`src/rtl/ddr_rd_arbiter.sv`:
```
// Round-robin arbiter that multiplexes N_REQ burst readers onto one AXI4 read channel,
// with at most one burst outstanding at a time.
module ddr_rd_arbiter #(
    parameter int N_REQ  = 4,
    parameter int ADDR_W = 32,
    parameter int DATA_W = 32
) (
    input  logic                    clk,
    input  logic                    rst,
    input  logic [N_REQ-1:0]        req_valid,
    input  logic [N_REQ*ADDR_W-1:0] req_addr,
    input  logic [N_REQ*8-1:0]      req_len,
    output logic [N_REQ-1:0]        req_ready,
    output logic [DATA_W-1:0]       rd_data,
    output logic [N_REQ-1:0]        rd_valid,
    output logic                    rd_last,
    output logic                    rd_err,
    output logic                    len_err,
    output logic                    m_axi_arid,
    output logic [ADDR_W-1:0]       m_axi_araddr,
    output logic [7:0]              m_axi_arlen,
    output logic [2:0]              m_axi_arsize,
    output logic [1:0]              m_axi_arburst,
    output logic                    m_axi_arvalid,
    input  logic                    m_axi_arready,
    input  logic [DATA_W-1:0]       m_axi_rdata,
    input  logic [1:0]              m_axi_rresp,
    input  logic                    m_axi_rlast,
    input  logic                    m_axi_rvalid,
    output logic                    m_axi_rready
);

    localparam int IDX_W = (N_REQ > 1) ? $clog2(N_REQ) : 1;
    localparam logic [2:0] AR_SIZE = 3'($clog2(DATA_W / 8));

    typedef enum logic [1:0] {IDLE, ADDR, DATA} state_t;

    state_t            state;
    logic [IDX_W-1:0]  rr_ptr;
    logic [IDX_W-1:0]  grant;
    logic [ADDR_W-1:0] addr_q;
    logic [7:0]        len_q;
    logic [7:0]        beat_cnt;
    logic              arvalid_q;
    logic              rready_q;
    logic              rd_err_q;
    logic              len_err_q;

    logic              win_found;
    logic [IDX_W-1:0]  win_idx;
    logic [ADDR_W-1:0] win_addr;
    logic [7:0]        win_len;

    // First valid requester at or above rr_ptr, wrapping at N_REQ.
    always_comb begin
        win_found = 1'b0;
        win_idx   = '0;
        for (int k = 0; k < N_REQ; k++) begin
            for (int i = 0; i < N_REQ; i++) begin
                if (!win_found && req_valid[i] && (i == ((int'(rr_ptr) + k) % N_REQ))) begin
                    win_found = 1'b1;
                    win_idx   = IDX_W'(i);
                end
            end
        end
    end

    always_comb begin
        win_addr = '0;
        win_len  = '0;
        for (int i = 0; i < N_REQ; i++) begin
            if (i == int'(win_idx)) begin
                win_addr = req_addr[i*ADDR_W +: ADDR_W];
                win_len  = req_len[i*8 +: 8];
            end
        end
    end

    always_ff @(posedge clk or posedge rst) begin
        if (rst) begin
            state     <= IDLE;
            rr_ptr    <= '0;
            grant     <= '0;
            addr_q    <= '0;
            len_q     <= '0;
            beat_cnt  <= '0;
            arvalid_q <= 1'b0;
            rready_q  <= 1'b0;
            rd_err_q  <= 1'b0;
            len_err_q <= 1'b0;
        end else begin
            rd_err_q <= 1'b0;
            case (state)
                IDLE: begin
                    if (win_found) begin
                        addr_q    <= win_addr;
                        len_q     <= win_len;
                        grant     <= win_idx;
                        arvalid_q <= 1'b1;
                        state     <= ADDR;
                    end
                end
                ADDR: begin
                    if (m_axi_arready) begin
                        arvalid_q <= 1'b0;
                        rready_q  <= 1'b1;
                        beat_cnt  <= '0;
                        state     <= DATA;
                    end
                end
                DATA: begin
                    if (m_axi_rvalid) begin
                        beat_cnt <= beat_cnt + 8'd1;
                        if (m_axi_rresp != 2'b00)
                            rd_err_q <= 1'b1;
                        // Early rlast, or a missing rlast on the final expected beat.
                        if ((m_axi_rlast && beat_cnt != len_q) ||
                            (!m_axi_rlast && beat_cnt == len_q))
                            len_err_q <= 1'b1;
                        if (m_axi_rlast) begin
                            rready_q <= 1'b0;
                            rr_ptr   <= (int'(grant) == N_REQ - 1) ? '0 : grant + IDX_W'(1);
                            state    <= IDLE;
                        end
                    end
                end
                default: state <= IDLE;
            endcase
        end
    end

    assign req_ready     = (!rst && state == IDLE && win_found) ? (N_REQ'(1) << win_idx) : '0;
    assign rd_data       = m_axi_rdata;
    assign rd_valid      = (rready_q && m_axi_rvalid) ? (N_REQ'(1) << grant) : '0;
    assign rd_last       = rready_q & m_axi_rlast;
    assign rd_err        = rd_err_q;
    assign len_err       = len_err_q;
    assign m_axi_arid    = 1'b0;
    assign m_axi_araddr  = addr_q;
    assign m_axi_arlen   = len_q;
    assign m_axi_arsize  = AR_SIZE;
    assign m_axi_arburst = 2'b01;
    assign m_axi_arvalid = arvalid_q;
    assign m_axi_rready  = rready_q;

endmodule

```
`config.mk`:
```
export PLATFORM = sky130hd
export DESIGN_NAME = ddr_rd_arbiter
export DESIGN_NICKNAME = d
export VERILOG_FILES = /design/src/rtl/ddr_rd_arbiter.sv
export SDC_FILE = /design/constraint.sdc
export NUM_CORES = 1
export LEC_CHECK = 0
export BUFFER_PORTS_ARGS = -buffer_cell sky130_fd_sc_hd__buf_4
export CAP_MARGIN = 25
export CORE_AREA = 2 2 114 116
export CTS_CLUSTER_DIAMETER = 30
export DETAILED_ROUTE_END_ITERATION = 7
export DIE_AREA = 0 0 116 118
export HOLD_SLACK_MARGIN = 0.08
export PLACE_DENSITY = 0.67
export SETUP_SLACK_MARGIN = 0.2
export SYNTH_ARGS = -nofsm -noshare
export SYNTH_HDL_FRONTEND = slang
export SYNTH_SLANG_ARGS = --single-unit
```
`constraint.sdc`:
```
create_clock -name clk -period 2.6 [get_ports clk]
set_input_delay 0.13 -clock clk [delete_from_list [all_inputs] [get_ports clk]]
set_output_delay 0.13 -clock clk [all_outputs]
set_load 0.02 [all_outputs]
```
* Word level (Yosys, flattened, before mapping)
Cells that the tools add are included.
** Storage, ports and cells
- Bits in registers :: 58
- Output and inout port bits :: 91
- Word-level logic and storage cells :: 178
** Operators by class
- $add $sub $neg :: 5
- Eq/ne operators :: 24
- Shift-type cells :: 2
- Mux-type cells :: 60
- Bitwise logic cells :: 4
- Reduce and logical (&&, ||, !) cells :: 73
** Operator list (count)
- zero test 32 bit :: 4
- two-way mux 32 bit :: 4
- two-way mux 8 bit :: 6
- two-way mux 2 bit :: 19
- logical AND 1 bit :: 36
- two-way mux 1 bit :: 25
- == test 3 bit (first input constant) :: 6
- zero test 1 bit :: 17
- case mux 8 bit (2 select lines) :: 1
- AND reduction 3 bit :: 4
- == test 2 x 3 -> 1 bit (first input constant) :: 3
- adder 8 x 1 -> 8 bit (second input constant) :: 1
- == test 2 bit (first input constant) :: 4
- == test 8 bit :: 1
- two-way mux 4 bit :: 2
- != test 2 bit (second input constant) :: 4
- != test 8 bit :: 1
- AND reduction 4 bit :: 2
- << shifter 1 x 2 -> 4 bit (first input constant) :: 2
- case mux 2 bit (3 select lines) :: 1
- nonzero test 2 bit :: 3
- OR reduction 2 bit :: 3
- adder 2 x 1 -> 2 bit (second input constant) :: 2
- adder 2 bit (second input constant) :: 2
- other kinds (9) :: 15

* Logic depth before layout (Yosys ltp)
Gate-level depths: netlist of the first run.
- Depth after elaboration :: 68
- Depth in mapped cells :: 7
- Depth with buffers taken out :: 5

* Least setup slack after synthesis of the first run
Ideal clock, no wire load.
- Path kind :: register to output
- Start :: reg state[0]
- End :: out req_ready[3]
- Arrival time :: 2.099 ns
- Slack :: 0.371 ns
- Stages on the path, launching flop included :: 8
- Path buffers :: 4
- Path through :: dfrtp_1 buf_6 or3_1 buf_2 or3_1 buf_6 buf_6 nor3_1
** On the way
- Word-level cells in the longest chain between the ends :: 4
** RTL lines
- start: declaration :: line 38 : state_t state;
- start signal: assignment :: line 81 : state <= IDLE;
- start signal: assignment :: line 100 : state <= ADDR;
- start signal: assignment :: line 108 : state <= DATA;
- zero test 2 bit :: line 132 : assign req_ready = (!rst && state == IDLE && win_found) ? (N_REQ'(1) << win_idx) : '0;
- logical AND 1 bit (2 in a row) :: line 132
- two-way mux 4 bit :: line 132
- end: declaration :: line 13 : output logic [N_REQ-1:0] req_ready,
Every way passes these cells.

* Worst setup path after layout of the first run
Ends and elaborated chain as after synthesis.

==> results of run 1 <==
[how the worst max path moves through the flow]
stage | cells past startpoint | from | to | slack, ns
6_report | 4 | state[0] | req_ready[3] | 0.28
5_1_grt | 5 | rr_ptr[1] | m_axi_araddr[2] | 0.21
4_1_cts | 4 | state[0] | req_ready[3] | 0.26
3_5_place_dp | 4 | state[0] | m_axi_arlen[1] | 0.29
3_3_place_gp | 4 | state[0] | m_axi_arlen[4] | 0.36
2_1_floorplan | 7 | state[0] | req_ready[3] | 0.37
[Yosys cell counts, types with 3 or more instances]
cell                       instances  area (µm²)
sky130_fd_sc_hd__ha_1              5        62.6
sky130_fd_sc_hd__buf_2             9        45.0
sky130_fd_sc_hd__nand3_1           3        15.0
sky130_fd_sc_hd__nor2_1           10        37.5
sky130_fd_sc_hd__mux2i_1          81         811
sky130_fd_sc_hd__o21ai_0           5        25.0
sky130_fd_sc_hd__clkbuf_1         10        37.5
sky130_fd_sc_hd__buf_6             6        67.6
sky130_fd_sc_hd__o221ai_2         37         556
sky130_fd_sc_hd__o221ai_1          3        26.3
sky130_fd_sc_hd__dfrtp_1          58        1450
sky130_fd_sc_hd__nand2_1          49         184
sky130_fd_sc_hd__inv_1             7        26.3
sky130_fd_sc_hd__nor4_1            3        18.8
sky130_fd_sc_hd__and3_1            5        31.3
sky130_fd_sc_hd__a21oi_1           4        20.0
sky130_fd_sc_hd__nor3_1            4        20.0
sky130_fd_sc_hd__xor2_1           13         114
sky130_fd_sc_hd__buf_4            40         300
[flip-flops by register name (all words and copies together) (netlist names)]
signal and flops:
m_axi_arlen 8, m_axi_araddr 32, state 2, grant 2
len_err 1, rd_err 1, beat_cnt 8, m_axi_rready 1
m_axi_arvalid 1, rr_ptr 2
[cell families (layout without fill, tap and decap cells)]
family | after synthesis | count (layout) | synth area share, %
and+or+nand+nor | 85 | 85 | 9.43
muxes | 83 | 83 | 20.5
buffers and inverters | 72 | 257 | 11.7
AOI/OAI and AO/OA | 60 | 60 | 17.6
DFF | 58 | 58 | 35.8
xor gates and xnor gates | 15 | 15 | 3.24
adders and majority gates | 5 | 5 | 1.54
other | 2 | 8 | 0.185
[area by class of cell]
class | count | area, µm² | share of cell area [%]
Clock buffer | 12 | 256 | 4.30
Clock inverter | 3 | 15.0 | 0.252
Sequential cell | 58 | 1450 | 24.4
Antenna cell | 2 | 5.00 | 0.0840
Multi-Input combinational cell | 254 | 2180 | 36.6
Inverter | 7 | 26.3 | 0.441
Timing Repair Buffer | 235 | 1810 | 30.4
Tap cell | 172 | 215 | 3.61
[power breakdown]
part,switching (W),internal [W]
Combinational,0.00189,0.00158
Clock,0.000404,0.000686
Sequential,0.000325,0.00131
[stage by stage]
stage          power (W)  setup WS (ns)
2_1_floorplan    0.00397          0.371
3_3_place_gp     0.00506          0.363
3_5_place_dp     0.00515          0.289
4_1_cts          0.00629          0.256
5_1_grt          0.00660          0.208
6_report         0.00619          0.277
[placed cells by master (no fill, tap or decap), drive strengths merged, types with 3 or more instances in the layout]
cell type    Yosys  layout
o21ai            6       6
and3             5       5
conb             2       6
dfrtp           58      58
nand3            3       3
nand2           49      49
xor2            13      13
mux2i           81      81
nor4             3       3
buf             55     232
ha               5       5
clkbuf          10      12
nor2            10      10
o221ai          40      40
dlygate4sd3      0       3
inv              7       7
nor3             4       4
clkinv           0       3
a21oi            4       4
[worst register-to-register path: stages (launching register included)]
cell and delay, ns:
sky130_fd_sc_hd__dfrtp_1 0.43, sky130_fd_sc_hd__mux2i_1 0.18, sky130_fd_sc_hd__o221ai_4 0.66, sky130_fd_sc_hd__buf_12 0.34
sky130_fd_sc_hd__mux2i_1 0.39, sky130_fd_sc_hd__o221ai_2 0.12
[timing repair]
item	CTS	global route
resized for setup	1	0
endpoints found under the setup margin	2	2
pin swaps	0	1
hold buffers	3	0
endpoints found under the hold margin	2	0
[metal layers]
| metal | up-vias | global-route usage, % |
|---|---|---|
| met5 | - | 0 |
| met4 | 0 | 5.88 |
| met3 | 35 | 4.89 |
| met2 | 116 | 32.6 |
| met1 | 1711 | 23.6 |
| li1 | 1713 | - |
==> flow_metrics.env, run 1 <==
export IMPL_ratio_of_final_minimum_period_to_clock_period_pct=89.4
export IMPL_grt_first_pass_wirelength_um=20300
export IMPL_reg2reg_slack_ns=0.35
export IMPL_routed_wl_met2_um=6760
export IMPL_synth_enable_flop_cells=0
export IMPL_num_fill_cells=1187
export IMPL_critical_path_peak_fanout=11
export IMPL_timing_hold_violations_final=0
export IMPL_detail_route_iter0_violations=169
export IMPL_critPathSlowestCell="sky130_fd_sc_hd__or3_2"
export IMPL_drive_gt1_share_pct=51.1
export IMPL_grt_start_max_net_pins=59
export IMPL_routedWlPerCell_um=17.6
export IMPL_detailroute_via_count=3575
export IMPL_outcome="finished clean"
export IMPL_antenna_found_initial=2
export IMPL_die_height_um=118
export IMPL_worst_r2r_cell_count=5
export IMPL_syn2layout_area_growth_pct=46.8
export IMPL_cp_top_family="simple AND/OR/NAND/NOR gates"
export IMPL_initial_utilization_pct=32.7
export IMPL_dpl_instance_area_um2=5650
export IMPL_crit_reg2reg_capture="m_axi_araddr[2]"
export IMPL_hold_class="in -> async"
export IMPL_synth_lib_cells_used_distinct=39
export IMPL_synth_cells=380
export IMPL_gp_congestion=0.806
export IMPL_hpwl_dp_um=10000
export IMPL_rsz_0062_raised_after_global_routing="no"
export IMPL_routed_wirelength_um=13100
export IMPL_first_global_vias=3746
export IMPL_cts_sinks=58
export IMPL_via_per_inst=4.81
export IMPL_finClkSkew_ns=0.00773
export IMPL_clockBufferDepth=2
export IMPL_max_cap_violations=0
export IMPL_finalMaxSlewViolations=0
export IMPL_met1Wirelength_um=5230
export IMPL_max_stage_delay_ns=0.52
export IMPL_grt_usage_pct=19.2
export IMPL_design_core_area_um2=12400
export IMPL_die_width_um=116
export IMPL_design_area_um2=5960
export IMPL_worst_pin_slew_ns=0.820
export IMPL_root_buffer="sky130_fd_sc_hd__clkbuf_16"
export IMPL_rows=41
export IMPL_report_final_setup_viol=0
export IMPL_synth_async_sr_flop_share_pct=100
export IMPL_placed_cells_incl_taps=723
export IMPL_cts_setup_buffers=0
export IMPL_ys_warnings_count=0
export IMPL_num_io_pins=294
export IMPL_remaining_drc_errors=0
export IMPL_prevailing_post_synth_register_cell="sky130_fd_sc_hd__dfrtp_1"
export IMPL_worst_setup_path_start_kind="flip-flop"
export IMPL_syn_area_per_cell_um2=10.7
export IMPL_endpoint_kind="output pin"
export IMPL_totalNegativeSetupSlack_ns=0
export IMPL_clkLatencyLatePin_ns=0.32
export IMPL_syn_cell_area_um2=4060
export IMPL_portBuffers=223
export IMPL_worst_hold_margin_ns=0.0765
export IMPL_crit_type="reg -> out"
export IMPL_fin_util_pct=48.0
export IMPL_yosys_register_bits=58
export IMPL_global_route_overflow_total=0
export IMPL_worst_path_cell_chain="or3_2 > or3_4 > nor3_1 > buf_4"
export IMPL_critPathRequiredTime_ns=2.47
export IMPL_dr_max_layer_used="met4"
export IMPL_rr_startpoint="rr_ptr[1]"
export IMPL_slew_headroom_pct=45.4
export IMPL_drtAntennaViolNets=0
export IMPL_drt_first_pass_iters=6
export IMPL_nets=773
export IMPL_leakage_nw=3.09
export IMPL_final_cell_count_no_fill=743
export IMPL_vdd_drop_max_mv=0.513
export IMPL_tritoncts_clock_tree="done"
export IMPL_power_density_nw_per_um2=1040
export IMPL_die_footprint_um2=13700
export IMPL_cts_reportedPaths_clkPinSlew_ns=0.05
export IMPL_detailroute_wirelength_met3_um=805
export IMPL_depth_of_the_cts_h_tree=3
export IMPL_max_freq_ghz=0.430
export IMPL_crit_arrival_ns=2.19
export IMPL_period_minus_slack_ns=2.32
export IMPL_synth_seq_area_share_pct=35.8
export IMPL_cts_buffers=9
export IMPL_critical_path_n_buffers_inverters=1
No activity file was read; power rests on OpenSTA's default activity.
==> run 2, diff against run 1 <==
--- a/config.mk
+++ b/config.mk
@@ -12,7 +12,7 @@
 export DETAILED_ROUTE_END_ITERATION = 7
 export DIE_AREA = 0 0 116 118
 export HOLD_SLACK_MARGIN = 0.08
-export PLACE_DENSITY = 0.67
+export PLACE_DENSITY = 0.65
 export SETUP_SLACK_MARGIN = 0.2
 export SYNTH_ARGS = -nofsm -noshare
 export SYNTH_HDL_FRONTEND = slang
==> run 2 against run 1 <==
Net effect:
- final cell count decreased by 0.54%
- first-iteration DRC count increased by 13%
- fmax increased by 0.23%
- largest cell class unchanged
- wire length decreased by 4.1%
- combinational power decreased by 1%
- register-to-register slack improved by 0.10 ns
- highest routed layer unchanged
- worst setup slack improved by 0.0053 ns
- clock-buffer cell count decreased by 1
- non-clock buffer count decreased by 1
- total power increased by 0.90%
==> flow_metrics.env, run 2 (synthesis gave the netlist of run 1 again) <==
export IMPL_power_clock_fraction_pct=18.8
export IMPL_global_route_overflow_total=0
export IMPL_detailroute_via_count=3608
export IMPL_crit_reg2reg_capture="m_axi_araddr[23]"
export IMPL_num_fill_cells=1202
export IMPL_hold_class="in -> async"
export IMPL_ratio_of_final_minimum_period_to_clock_period_pct=89.2
export IMPL_clockBufferDepth=2
export IMPL_grt_first_pass_wirelength_um=19300
export IMPL_period_minus_slack_ns=2.32
export IMPL_worst_setup_path_start_kind="flip-flop"
export IMPL_syn2layout_area_growth_pct=46.8
export IMPL_rsz_0062_raised_after_global_routing="no"
export IMPL_outcome="finished clean"
export IMPL_reg2reg_slack_ns=0.45
export IMPL_nets=772
export IMPL_max_freq_ghz=0.431
export IMPL_via_per_inst=4.88
export IMPL_depth_of_the_cts_h_tree=3
export IMPL_totalNegativeSetupSlack_ns=0
export IMPL_slew_headroom_pct=47.9
export IMPL_clkLatencyLatePin_ns=0.32
export IMPL_detail_route_iter0_violations=191
export IMPL_portBuffers=223
export IMPL_drive_gt1_share_pct=51.5
export IMPL_drtAntennaViolNets=0
export IMPL_cts_setup_buffers=0
export IMPL_cts_buffers=9
export IMPL_tritoncts_clock_tree="done"
export IMPL_critical_path_peak_fanout=10
export IMPL_cell_internal_pwr_w=0.00364
export IMPL_timing_hold_violations_final=0
export IMPL_gp_congestion=0.804
export IMPL_largest_register_ff_count=32
export IMPL_vdd_drop_max_mv=0.654
export IMPL_die_width_um=116
export IMPL_critPathRequiredTime_ns=2.47
export IMPL_cts_reportedPaths_clkPinSlew_ns=0.05
export IMPL_worst_pin_slew_ns=0.781
export IMPL_remaining_drc_errors=0
export IMPL_netSwitchingFraction_pct=41.7
export IMPL_leakage_nw=3.09
export IMPL_crit_type="reg -> out"
export IMPL_num_io_pins=294
export IMPL_die_height_um=118
export IMPL_power_density_nw_per_um2=1050
export IMPL_report_final_setup_viol=0
export IMPL_first_global_vias=3876
export IMPL_rows=41
export IMPL_total_switching_power_w=0.00261
export IMPL_routedWlPerCell_um=17.0
export IMPL_finalMaxSlewViolations=0
export IMPL_antenna_cells=0
export IMPL_routed_wirelength_um=12600
export IMPL_hpwl_dp_um=9480
export IMPL_crit_arrival_ns=2.19
export IMPL_comb_power_share_pct=54.7
export IMPL_die_footprint_um2=13700
export IMPL_max_cap_violations=0
export IMPL_power_share_sequential_pct=26.5
export IMPL_worst_r2r_cell_count=5
export IMPL_dpl_instance_area_um2=5630
export IMPL_rr_startpoint="state[0]"
export IMPL_finClkSkew_ns=0.00545
export IMPL_design_core_area_um2=12400
export IMPL_design_area_um2=5960
export IMPL_layout_cells_most_common_list="sky130_fd_sc_hd__buf_4 (229), sky130_fd_sc_hd__mux2i_1 (81), sky130_fd_sc_hd__dfrtp_1 (57)"
export IMPL_antenna_found_initial=0
export IMPL_endpoint_kind="output pin"
export IMPL_grt_start_max_net_pins=59
export IMPL_drt_first_pass_iters=4
export IMPL_cts_sinks=58
export IMPL_layout_commonest_cell="sky130_fd_sc_hd__buf_4"
export IMPL_initial_utilization_pct=32.7
export IMPL_grt_usage_pct=17.9
export IMPL_root_buffer="sky130_fd_sc_hd__clkbuf_16"
-- run 2: cell count changes in the layout (fill, tap and decap cells not counted), sizes merged --
cell,change
buf,-1
diode,-2
clkbuf,-1
clkinv,-1
bufinv,+1
-- run 2: cell type report --
cell class | instances | area (µm²) | share of cell area, %
multi-input combinational | 254 | 2180 | 36.6
timing repair buffer | 234 | 1790 | 30.0
sequential | 58 | 1450 | 24.4
clock buffer | 11 | 253 | 4.24
tap | 172 | 215 | 3.61
clock inverter | 3 | 40.0 | 0.672
inverter | 7 | 26.3 | 0.441
-- run 2: worst max-delay path by stage --
stage	end	cells after the start	slack, ns	startpoint
5_1_grt	req_ready[3]	4	0.23	state[1]
3_5_place_dp	m_axi_araddr[2]	5	0.41	rr_ptr[1]
6_report	req_ready[3]	4	0.28	state[0]
2_1_floorplan	req_ready[3]	7	0.37	state[0]
4_1_cts	req_ready[3]	4	0.20	state[0]
3_3_place_gp	m_axi_araddr[2]	5	0.47	rr_ptr[1]
-- run 2: timing repair --
item,CTS,global route
hold endpoints to repair,2,0
hold buffers,3,0
resized for setup,0,2
setup endpoints to repair,0,1
-- run 2: through the flow --
stage	hold WS (ns)	setup WS [ns]	total power (W)	util (%)	instances
finish	0.0881	0.282	0.00624	48.0	739
global route	0.130	0.230	0.00664	48.0	739
CTS	0.0911	0.202	0.00633	47.9	739
detailed placement	0.260	0.408	0.00512	45.3	722
global placement	0.260	0.471	0.00502	45.3	722
floorplan	0.225	0.371	0.00397	-	384
-- run 2: critical path: stages, from the launching register on --
cell                      delay [ns]
sky130_fd_sc_hd__dfrtp_2        0.46
sky130_fd_sc_hd__or3_2          0.51
sky130_fd_sc_hd__or3_2          0.54
sky130_fd_sc_hd__nor3_2         0.18
sky130_fd_sc_hd__buf_4          0.18
-- run 2: power by group through the flow --
stage          combinational, W  sequential (W)  clock [W]
4_1_cts                 0.00346         0.00166    0.00121
3_5_place_dp            0.00345         0.00166          0
5_1_grt                 0.00369         0.00171    0.00124
2_1_floorplan           0.00203         0.00195          0
6_report                0.00342         0.00166    0.00117
3_3_place_gp            0.00337         0.00165          0
-- run 2: layer usage --
layer  track usage [%]  part of all wire [%]
met1              20.6                    40
met2              32.1                    52
met3              3.96                   6.2
met4              5.95                   2.2
met5                 0                     0
